$ cat src/rtl/compositor_pkg.sv
// Shared definitions for the depth compositor block.
//   DEFAULT_COLOR_W / DEFAULT_DEPTH_W : default pixel and depth widths
//   BLANK_COLOR                       : colour driven outside the active region
//   bg_index()                        : winner code that denotes "background"
package compositor_pkg;

    localparam int DEFAULT_COLOR_W = 16;   // RGB565
    localparam int DEFAULT_DEPTH_W = 8;

    localparam logic [DEFAULT_COLOR_W-1:0] BLANK_COLOR = '0;

    // Background is encoded as one past the last layer index.
    function automatic int bg_index(input int num_layers);
        return num_layers;
    endfunction

endpackage

$ cat src/rtl/layer_arbiter.sv
// Combinational depth arbiter: picks the nearest valid layer.
//   valid     : per-layer coverage bits
//   depth     : packed depths, layer i at [i*DEPTH_W +: DEPTH_W]; smaller = nearer
//   winner    : index of nearest valid layer, bg_index(NUM_LAYERS) if none
//   any_valid : at least one layer is valid
module layer_arbiter
    import compositor_pkg::*;
#(
    parameter  int NUM_LAYERS = 2,
    parameter  int DEPTH_W    = DEFAULT_DEPTH_W,
    localparam int WIN_W      = $clog2(NUM_LAYERS) + 1
) (
    input  logic [NUM_LAYERS-1:0]         valid,
    input  logic [NUM_LAYERS*DEPTH_W-1:0] depth,
    output logic [WIN_W-1:0]              winner,
    output logic                          any_valid
);

    logic [DEPTH_W-1:0] best_depth;

    // Linear min-scan; strict '<' keeps the lower index on equal depths.
    always_comb begin
        // NOTE: every output of a combinational block gets a default first so no path leaves it unassigned and infers a latch.
        winner     = WIN_W'(bg_index(NUM_LAYERS));
        any_valid  = 1'b0;
        best_depth = '0;
        for (int i = 0; i < NUM_LAYERS; i++) begin
            if (valid[i] && (!any_valid || depth[i*DEPTH_W +: DEPTH_W] < best_depth)) begin
                winner     = WIN_W'(i);
                best_depth = depth[i*DEPTH_W +: DEPTH_W];
                any_valid  = 1'b1;
            end
        end
    end

endmodule

$ cat src/rtl/depth_compositor.sv
// Two-stage pixel compositor: nearest valid layer by depth, background
// fallback, blanking outside the active region, and a per-frame count of
// player pixels hidden behind a nearer layer.
//   clk_in, rst_n_in            : pixel clock, async active-low reset
//   h_count_in, v_count_in      : position of the incoming pixel
//   pixel_in                    : background pixel
//   layer_valid_in/depth/color  : packed per-layer inputs
//   pixel_out, winner_out       : composited pixel and winning layer (2-cycle latency)
//   h_count_out, v_count_out    : positions aligned with pixel_out
//   occluded_count_out          : occluded-player count of the last completed frame
//   frame_done_out              : one-cycle pulse when occluded_count_out updates
module depth_compositor
    import compositor_pkg::*;
#(
    parameter  int ACTIVE_H_PIXELS = 1280,
    parameter  int ACTIVE_LINES    = 720,
    parameter  int NUM_LAYERS      = 2,
    parameter  int PLAYER_LAYER    = 0,
    parameter  int COLOR_W         = DEFAULT_COLOR_W,
    parameter  int DEPTH_W         = DEFAULT_DEPTH_W,
    parameter  int COUNT_W         = 20,
    localparam int WIN_W           = $clog2(NUM_LAYERS) + 1
) (
    input  logic                          clk_in,
    input  logic                          rst_n_in,
    input  logic [10:0]                   h_count_in,
    input  logic [9:0]                    v_count_in,
    input  logic [COLOR_W-1:0]            pixel_in,
    input  logic [NUM_LAYERS-1:0]         layer_valid_in,
    input  logic [NUM_LAYERS*DEPTH_W-1:0] layer_depth_in,
    input  logic [NUM_LAYERS*COLOR_W-1:0] layer_color_in,
    output logic [COLOR_W-1:0]            pixel_out,
    output logic [10:0]                   h_count_out,
    output logic [9:0]                    v_count_out,
    output logic [WIN_W-1:0]              winner_out,
    output logic [COUNT_W-1:0]            occluded_count_out,
    output logic                          frame_done_out
);

    localparam logic [WIN_W-1:0]   BG_WINNER = WIN_W'(bg_index(NUM_LAYERS));
    localparam logic [COUNT_W-1:0] COUNT_MAX = '1;

    // ---------------- stage 0: combinational decisions ----------------
    logic [WIN_W-1:0]   arb_winner;
    logic               arb_any_valid;
    logic [COLOR_W-1:0] sel_color;
    logic               active;
    logic               player_hidden;
    logic               occluded;
    logic [DEPTH_W-1:0] player_depth;

    layer_arbiter #(
        .NUM_LAYERS (NUM_LAYERS),
        .DEPTH_W    (DEPTH_W)
    ) u_arbiter (
        .valid     (layer_valid_in),
        .depth     (layer_depth_in),
        .winner    (arb_winner),
        .any_valid (arb_any_valid)
    );

    always_comb begin
        sel_color = pixel_in;
        for (int i = 0; i < NUM_LAYERS; i++) begin
            if (arb_any_valid && arb_winner == WIN_W'(i))
                sel_color = layer_color_in[i*COLOR_W +: COLOR_W];
        end
    end

    assign active       = (int'(h_count_in) < ACTIVE_H_PIXELS) && (int'(v_count_in) < ACTIVE_LINES);
    assign player_depth = layer_depth_in[PLAYER_LAYER*DEPTH_W +: DEPTH_W];

    // Only a strictly nearer layer hides the player; a tie leaves it visible.
    always_comb begin
        player_hidden = 1'b0;
        for (int i = 0; i < NUM_LAYERS; i++) begin
            if (i != PLAYER_LAYER && layer_valid_in[i] &&
                layer_depth_in[i*DEPTH_W +: DEPTH_W] < player_depth)
                player_hidden = 1'b1;
        end
    end

    assign occluded = active && layer_valid_in[PLAYER_LAYER] && player_hidden;

    // ---------------- stage 1 registers ----------------
    logic [COLOR_W-1:0] s1_color;
    logic [WIN_W-1:0]   s1_winner;
    logic               s1_active;
    logic               s1_occ;
    logic [10:0]        s1_h;
    logic [9:0]         s1_v;

    always_ff @(posedge clk_in or negedge rst_n_in) begin
        if (!rst_n_in) begin
            s1_color  <= '0;
            s1_winner <= '0;
            s1_active <= 1'b0;
            s1_occ    <= 1'b0;
            s1_h      <= '0;
            s1_v      <= '0;
        end else begin
            // NOTE: clocked state uses non-blocking assignments so every register samples pre-edge values.
            s1_color  <= sel_color;
            s1_winner <= arb_winner;
            s1_active <= active;
            s1_occ    <= occluded;
            s1_h      <= h_count_in;
            s1_v      <= v_count_in;
        end
    end

    // ---------------- stage 2 registers: blanking ----------------
    always_ff @(posedge clk_in or negedge rst_n_in) begin
        if (!rst_n_in) begin
            pixel_out   <= '0;
            winner_out  <= '0;
            h_count_out <= '0;
            v_count_out <= '0;
        end else begin
            pixel_out   <= s1_active ? s1_color  : COLOR_W'(BLANK_COLOR);
            winner_out  <= s1_active ? s1_winner : BG_WINNER;
            h_count_out <= s1_h;
            v_count_out <= s1_v;
        end
    end

    // ---------------- occlusion counter ----------------
    // The count advances as pixels leave stage 1, so the report lands on the
    // same edge that puts the frame's last pixel onto pixel_out.
    logic [COUNT_W-1:0] occ_count;
    logic [COUNT_W-1:0] occ_count_next;
    logic               frame_end;

    assign frame_end      = (int'(s1_h) == ACTIVE_H_PIXELS - 1) && (int'(s1_v) == ACTIVE_LINES - 1);
    assign occ_count_next = (occ_count == COUNT_MAX) ? occ_count : occ_count + COUNT_W'(s1_occ);

    always_ff @(posedge clk_in or negedge rst_n_in) begin
        if (!rst_n_in) begin
            occ_count          <= '0;
            occluded_count_out <= '0;
            frame_done_out     <= 1'b0;
        end else if (frame_end) begin
            occ_count          <= '0;
            occluded_count_out <= occ_count_next;
            frame_done_out     <= 1'b1;
        end else begin
            occ_count          <= occ_count_next;
            frame_done_out     <= 1'b0;
        end
    end

endmodule

$ cat config.mk
export PLATFORM = sky130hd
export DESIGN_NAME = depth_compositor
export DESIGN_NICKNAME = d
export VERILOG_FILES = /design/src/rtl/compositor_pkg.sv /design/src/rtl/layer_arbiter.sv /design/src/rtl/depth_compositor.sv
export SDC_FILE = /design/constraint.sdc
export NUM_CORES = 1
export LEC_CHECK = 0
export CAP_MARGIN = 20
export CORE_ASPECT_RATIO = 0.75
export CORE_MARGIN = 4
export CORE_UTILIZATION = 40
export CTS_BUF_LIST = sky130_fd_sc_hd__clkbuf_8
export DETAILED_ROUTE_END_ITERATION = 8
export GPL_TIMING_DRIVEN = 0
export PLACE_DENSITY = 0.7
export SLEW_MARGIN = 15
export SYNTH_ARGS = -nofsm -noshare
export SYNTH_HDL_FRONTEND = slang
export SYNTH_SLANG_ARGS = --single-unit
$ cat constraint.sdc
create_clock -name clk_in -period 2.5 [get_ports clk_in]
set_clock_uncertainty 0.05 [all_clocks]
set_input_delay 0.625 -clock clk_in [delete_from_list [all_inputs] [get_ports clk_in]]
set_output_delay 0.625 -clock clk_in [all_outputs]
set_load 0.02 [all_outputs]
==> results.yml, run 1 <==
synthesis:
  syn_nets: 515
  synthTopCellsByArea: "dfrtp_1 (62%), ha_1 (4.1%), a221o_1 (3.3%), mux2i_1 (3.3%), nor2_1 (3.2%)"
  syn_area_um2: 4870
  async_flop_share_pct: 100
  muxShareOfSynthArea_pct: 3.52
  synthFlopType: "dfrtp_1"
  yosysUniqueCellTypes: 46
  synth-edff-count: 0
  syn_inst: 410
  synth_top_area_cell: "dfrtp_1"
  synth_compound_area_share_pct: 10.0
  synth-xor-area-share_pct: 1.62
  synth_commonest_cells: "dfrtp_1 (121), nor2_1 (42), nand2_1 (39)"
  yosysSeqAreaShare_pct: 62.2
  synth-simple-area-share_pct: 16.0
  synth_top_area_share_pct: 62.2
  yosysWarnings: 0
  synth.most_common_cell: "dfrtp_1"
  syn_avg_cell_area_um2: 11.9
  synth_seq_cells: 121
  yosys.area_share.adder_pct: 4.11
  synth_top_family_by_area: "simple AND/OR/NAND/NOR gates"
clock_tree:
  cts.sink_count: 121
  clockBufferDepth: 2
  clock_tree.root_cell: "clkbuf_8"
  tritoncts: "done"
  htreeDepth: 4
  clk_transition_reported_paths_ns: 0.07
  numCtsBuffers: 17
  clk_latency_ns: 0.42
final_layout:
  num_antenna_cells: 0
  drive_above_1_share_pct: 9.80
  seqCellArea_um2: 3030
  syn2layout_area_growth_pct: 44.4
  stdcell_count: 754
  nNetsFinal: 684
  multi_input_area_um2: 1740
  num-fill-cells: 961
  final_core_util_pct: 59.9
  final_area_um2: 7030
setup_path:
  r2r_end: "occluded_count_out[12]$_DFFE_PN0P_"
  worstSetupEndpointType: "flop"
  slowest_delay_ns: 0.49
  start_kind: "primary input"
  crit_arrival_ns: 2.61
  cp.depth: 9
  reg2regPathDepth: 8
  cp_top_family: "compound AO/OA/AOI/OAI gates"
  r2r_start: "occ_count[0]$_DFF_PN0_"
  cp_cell_sequence: "clkdlybuf4s50_1 -> nand2_1 -> ha_1 -> and4bb_1 -> o21ai_2 -> a211oi_4 -> nor2_4 -> buf_6 -> a221o_1"
  critPathKind: "in -> reg"
  crit_end: "s1_color[5]$_DFF_PN0_"
  cp.required_ns: 2.74
  crit_start: "layer_depth_in[1]"
  slowest_stage: "clkdlybuf4s50_1"
  r2r_setup_slack_ns: 0.45
  critPathMaxFanout: 10
  crit_buf_inv: 2
floorplanning:
  die_area_um2: 14000
  die_h_um: 104
  die_x_um: 135
  initial_core_util_pct: 41.5
  core_area_um2: 11700
  io_pins: 149
  rows: 34
sta:
  tightest_slew_ns: 0.557
  maxSlewViolCount: 0
  hold_viol: 0
  post-route-period-util_pct: 94.9
  setup_viol: 0
  min_period_ns: 2.37
  fmax_mhz: 421
  max_slew_margin_pct: 62.9
  grt_setup_unrepaired: "false"
place:
  hpwlAfterDp_mm: 8.91
  globalplace.congestion: 0.795
  placed_area_um2: 6620
  dp_cells: 720
  portBuffers: 147
global_routing:
  grt_pass1_vias: 4066
  globalRouteTotalUtil_pct: 17.3
  antenna_found_initial: 0
  overflow: 0
  grt_pass1_wl_mm: 19.3
  grt_max_degree: 63
detailed_routing:
  wl_mm: 11.4
  vias_per_cell: 4.93
  num_vias: 3720
  drtAntennaViolNets: 0
  drc: 0
  wire_per_inst_um: 15.1
  dr.first_iter.drc_count: 150
  dr.pass1.iters: 6
run_status:
  outcome: "finished, final reports clean"
power:
  vdd_drop_max_v: 0.000317
  leakagePower_nw: 3.16
  p_per_area_nw_per_um2: 630
hold_path:
  hold_path_class: "in -> async"
flow_run:
  drv_cap: 0
[worst register-to-register path: cells and delay by family (launching register included)]
kind | cells | cell delay [ns]
xor+xnor | 1 | 0.19
fa+ha+maj | 2 | 0.43
buf+inv | 1 | 0.26
compound gates | 1 | 0.11
simple gates | 3 | 0.53
flops | 1 | 0.36
[flip-flops by register name (all words and copies together), names as in the netlist, 10 cells and up]
signal and count:
h_count_out 11, occ_count 20, occluded_count_out 20, pixel_out 16, s1_color 16, s1_h 11
s1_v 10, v_count_out 10
[per-layer routing]
metal / vias up / global-route usage, % / wire length [um]
met3: 17 / 6.44 / 903
met2: 144 / 28.7 / 5590
li1: 1779 / - / -
met5: - / 0 / 0
met4: 0 / 5.47 / 194
met1: 1780 / 20.8 / 4720
[stage by stage]
stage | setup TNS [ns] | worst slack (ns) | total power, W | hold WS [ns]
detailed placement | -6.22 | -0.442 | 0.00278 | 0.309
finish | 0 | 0.127 | 0.00443 | 0.125
global placement | -433.73 | -3.55 | 0.00276 | 0.302
floorplan | 0 | 0.0138 | 0.00243 | 0.279
global route | 0 | 0.0495 | 0.00467 | 0.136
CTS | 0 | 0.00411 | 0.00448 | 0.122
[layout by cell type, fill, tap and decap left out, types with 16 or more instances in the layout]
| cell | instances |
|---|---|
| nor2_1 | 42 |
| and2_1 | 19 |
| a221o_1 | 16 |
| o21ai_0 | 26 |
| ha_1 | 16 |
| nand2_1 | 39 |
| dfrtp_1 | 121 |
| clkdlybuf4s50_1 | 146 |
| mux2i_1 | 16 |
| clkbuf_8 | 19 |
[power by group]
part	internal [W]	total (W)	switching (W)	leakage (nW)
Combinational	0.000317	0.000596	0.000278	1.43
Sequential	0.00208	0.00214	0.0000639	1.53
Clock	0.000915	0.00169	0.000775	0.197
Total	0.00331	0.00443	0.00112	3.16
[cell families (layout without fill, tap and decap cells)]
| logic type | count (synthesis) | in the layout |
|---|---|---|
| DFF | 121 | 121 |
| buffers and inverters | 29 | 211 |
| muxes | 17 | 17 |
| adders and majority gates | 16 | 16 |
| xor gates and xnor gates | 9 | 9 |
| AOI/OAI and AO/OA | 68 | 68 |
| and+or+nand+nor | 150 | 150 |
[worst min-delay path by stage]
stage	startpoint	to	slack, ns	depth (start not counted)
final	rst_n_in	h_count_out[2]$_DFF_PN0_	0.12	1
after floorplan	rst_n_in	frame_done_out$_DFF_PN0_	0.28	0
after detailed placement	s1_v[9]$_DFF_PN0_	v_count_out[9]$_DFF_PN0_	0.31	0
after CTS	rst_n_in	h_count_out[4]$_DFF_PN0_	0.12	1
after global routing	rst_n_in	h_count_out[2]$_DFF_PN0_	0.14	1
after global placement	s1_h[4]$_DFF_PN0_	h_count_out[4]$_DFF_PN0_	0.30	0
[layout make-up]
type                            instances  area share, %
Buffer                                 19           1.51
Multi-Input combinational cell        260           24.8
Clock inverter                         14           2.12
Sequential cell                       121           43.1
Timing Repair Buffer                  150           21.6
Inverter                               10          0.534
Tap cell                              162           2.88
Clock buffer                           18           3.52
[what timing repair did]
item,4_1_cts,5_1_grt
hold buffers,0,0
setup buffers,0,2
gates resized for setup,0,2
endpoints found under the setup margin,0,10
(Power assumes the default switching activity.)
==> run 2, diff against run 1 <==
DONT_BUFFER_PORTS = 1   (was not set)
PLACE_DENSITY = 0.6   (was 0.7)
==> results.yml, run 2 (synthesized netlist as in run 1, its figures left out) <==
run_status:
  outcome: "finished, violations left"
  violations: "negative hold slack"
global_routing:
  grt_max_degree: 122
  grt_pass1_vias: 3331
  globalRouteTotalUtil_pct: 15.3
  overflow: 0
  grt_pass1_wl_mm: 16.7
  antenna_found_initial: 0
final_layout:
  num-fill-cells: 1118
  drive_above_1_share_pct: 11.5
  stdcell_count: 604
  layout.cells.most_common: "dfrtp_1"
  final_core_util_pct: 46.8
  final_cell_mix: "dfrtp_1 (121), nor2_1 (42), nand2_1 (39)"
  num_antenna_cells: 0
  top_regs: "occ_count x20, occluded_count_out x20"
  multi_input_area_um2: 1740
  seqCellArea_um2: 3030
  nNetsFinal: 534
  syn2layout_area_growth_pct: 12.9
  final_area_um2: 5500
floorplanning:
  initial_core_util_pct: 41.5
  rows: 34
  core_area_um2: 11700
  die_x_um: 135
  die_h_um: 104
  io_pins: 149
  die_area_um2: 14000
clock_tree:
  clock_tree.root_cell: "clkbuf_8"
  cts_resized: 0
  tritoncts: "done"
  clk_latency_ns: 0.42
  clk_transition_reported_paths_ns: 0.07
  cts.sink_count: 121
  htreeDepth: 4
  postCtsSetupBuffers: 0
  clockBufferDepth: 2
  numCtsBuffers: 17
power:
  p_per_area_nw_per_um2: 747
  clockPowerShare_pct: 40.2
  switchingPower_w: 0.00101
  share_comb_of_total_power_pct: 5.8
  power.internal_w: 0.00310
  leakagePower_nw: 2.57
  pwr-share-seq_pct: 53.9
  vdd_drop_max_v: 0.000287
  switching_share_pct: 24.6
setup_path:
  cp.required_ns: 2.75
  r2r_start: "s1_occ$_DFF_PN0_"
  start_kind: "primary input"
  crit_arrival_ns: 2.48
  crit_start: "layer_valid_in[0]"
  critPathKind: "in -> reg"
  worstSetupEndpointType: "flop"
  critPathMaxFanout: 10
detailed_routing:
  drtAntennaViolNets: 0
  wire_per_inst_um: 17.1
  vias_per_cell: 5.10
  wl_mm: 10.3
  drc: 0
  dr.first_iter.drc_count: 78
  num_vias: 3080
  dr.pass1.iters: 4
sta:
  post-route-period-util_pct: 89.3
  timing.setup.tns_ns: 0
  min_period_ns: 2.23
  tightest_slew_ns: 0.484
  hold_viol: 121
  max_slew_margin_pct: 67.7
  grt_setup_unrepaired: "false"
  setup_viol: 0
  whs_ns: -0.156
  maxSlewViolCount: 0
  fmax_mhz: 448
place:
  hpwlAfterDp_mm: 7.76
  placed_area_um2: 5120
  globalplace.congestion: 0.773
  portBuffers: 0
  dp_cells: 572
flow_run:
  drv_cap: 0
hold_path:
  hold_path_class: "in -> async"
[run 2: changes by cell type in the layout (fill, tap and decap cells not counted), moves of 2 or more]
cell / before / now
clkinv_4: 4 / 1
clkdlybuf4s50_1: 146 / 0
buf_4: 3 / 1
inv_1: 11 / 13
[run 2: layout make-up]
| type | count | share of cell area, % |
|---|---|---|
| plain buffers | 19 | 1.91 |
| flip-flops and latches | 121 | 55.1 |
| clock inverters | 14 | 2.44 |
| multi-input cells | 260 | 31.7 |
| well taps | 162 | 3.69 |
| clock buffers | 18 | 4.51 |
| inverters | 10 | 0.683 |
[run 2: metrics by stage]
step	setup WS [ns]	total power [W]
floorplan	0.0138	0.00243
finish	0.267	0.00411
detailed placement	-0.175	0.00250
global route	0.162	0.00432
CTS	0.282	0.00417
global placement	-0.185	0.00248
[run 2: per-layer routing]
layer | vias up | track usage [%] | wire length (um)
li1 | 1475 | - | -
met1 | 1469 | 17.1 | 4110
met2 | 126 | 24.7 | 4880
met3 | 10 | 9.21 | 1170
met4 | 0 | 4.46 | 153
met5 | - | 0 | 0
[run 2: power by group through the flow]
| stage | sequential, W | combinational [W] | clock [W] |
|---|---|---|---|
| floorplan | 0.00222 | 0.000202 | 0 |
| global placement | 0.00225 | 0.000236 | 0 |
| detailed placement | 0.00225 | 0.000244 | 0 |
| CTS | 0.00222 | 0.000245 | 0.00171 |
| global route | 0.00223 | 0.000275 | 0.00181 |
| finish | 0.00222 | 0.000240 | 0.00165 |
[run 2: worst paths after layout]
path                       slack [ns]                                 end  cells past startpoint
setup / recovery                 0.27              s1_color[11]$_DFF_PN0_                     10
hold / removal                  -0.16            v_count_out[3]$_DFF_PN0_                      0
setup reg to reg                 0.44  occluded_count_out[19]$_DFFE_PN0P_                      7
hold reg to reg                  0.32            h_count_out[4]$_DFF_PN0_                      0
max in group asynchronous        2.41              pixel_out[8]$_DFF_PN0_                      0
min in group clk_in              0.18                   s1_h[7]$_DFF_PN0_                      0
[run 2: critical path, cell delays in order]
cell and delay [ns]:
buf_6 0.10, clkbuf_8 0.16, nand2_1 0.06, ha_1 0.19, and4bb_1 0.28, o21ai_2 0.08, a211oi_4 0.41, nor2_4 0.11
buf_6 0.16, a221o_1 0.30
==> run 3, diff against run 2 <==
CAP_MARGIN = 10   (was 20)
==> results of run 3 <==
Final layout, timing and power as in run 2 (identical DEF).
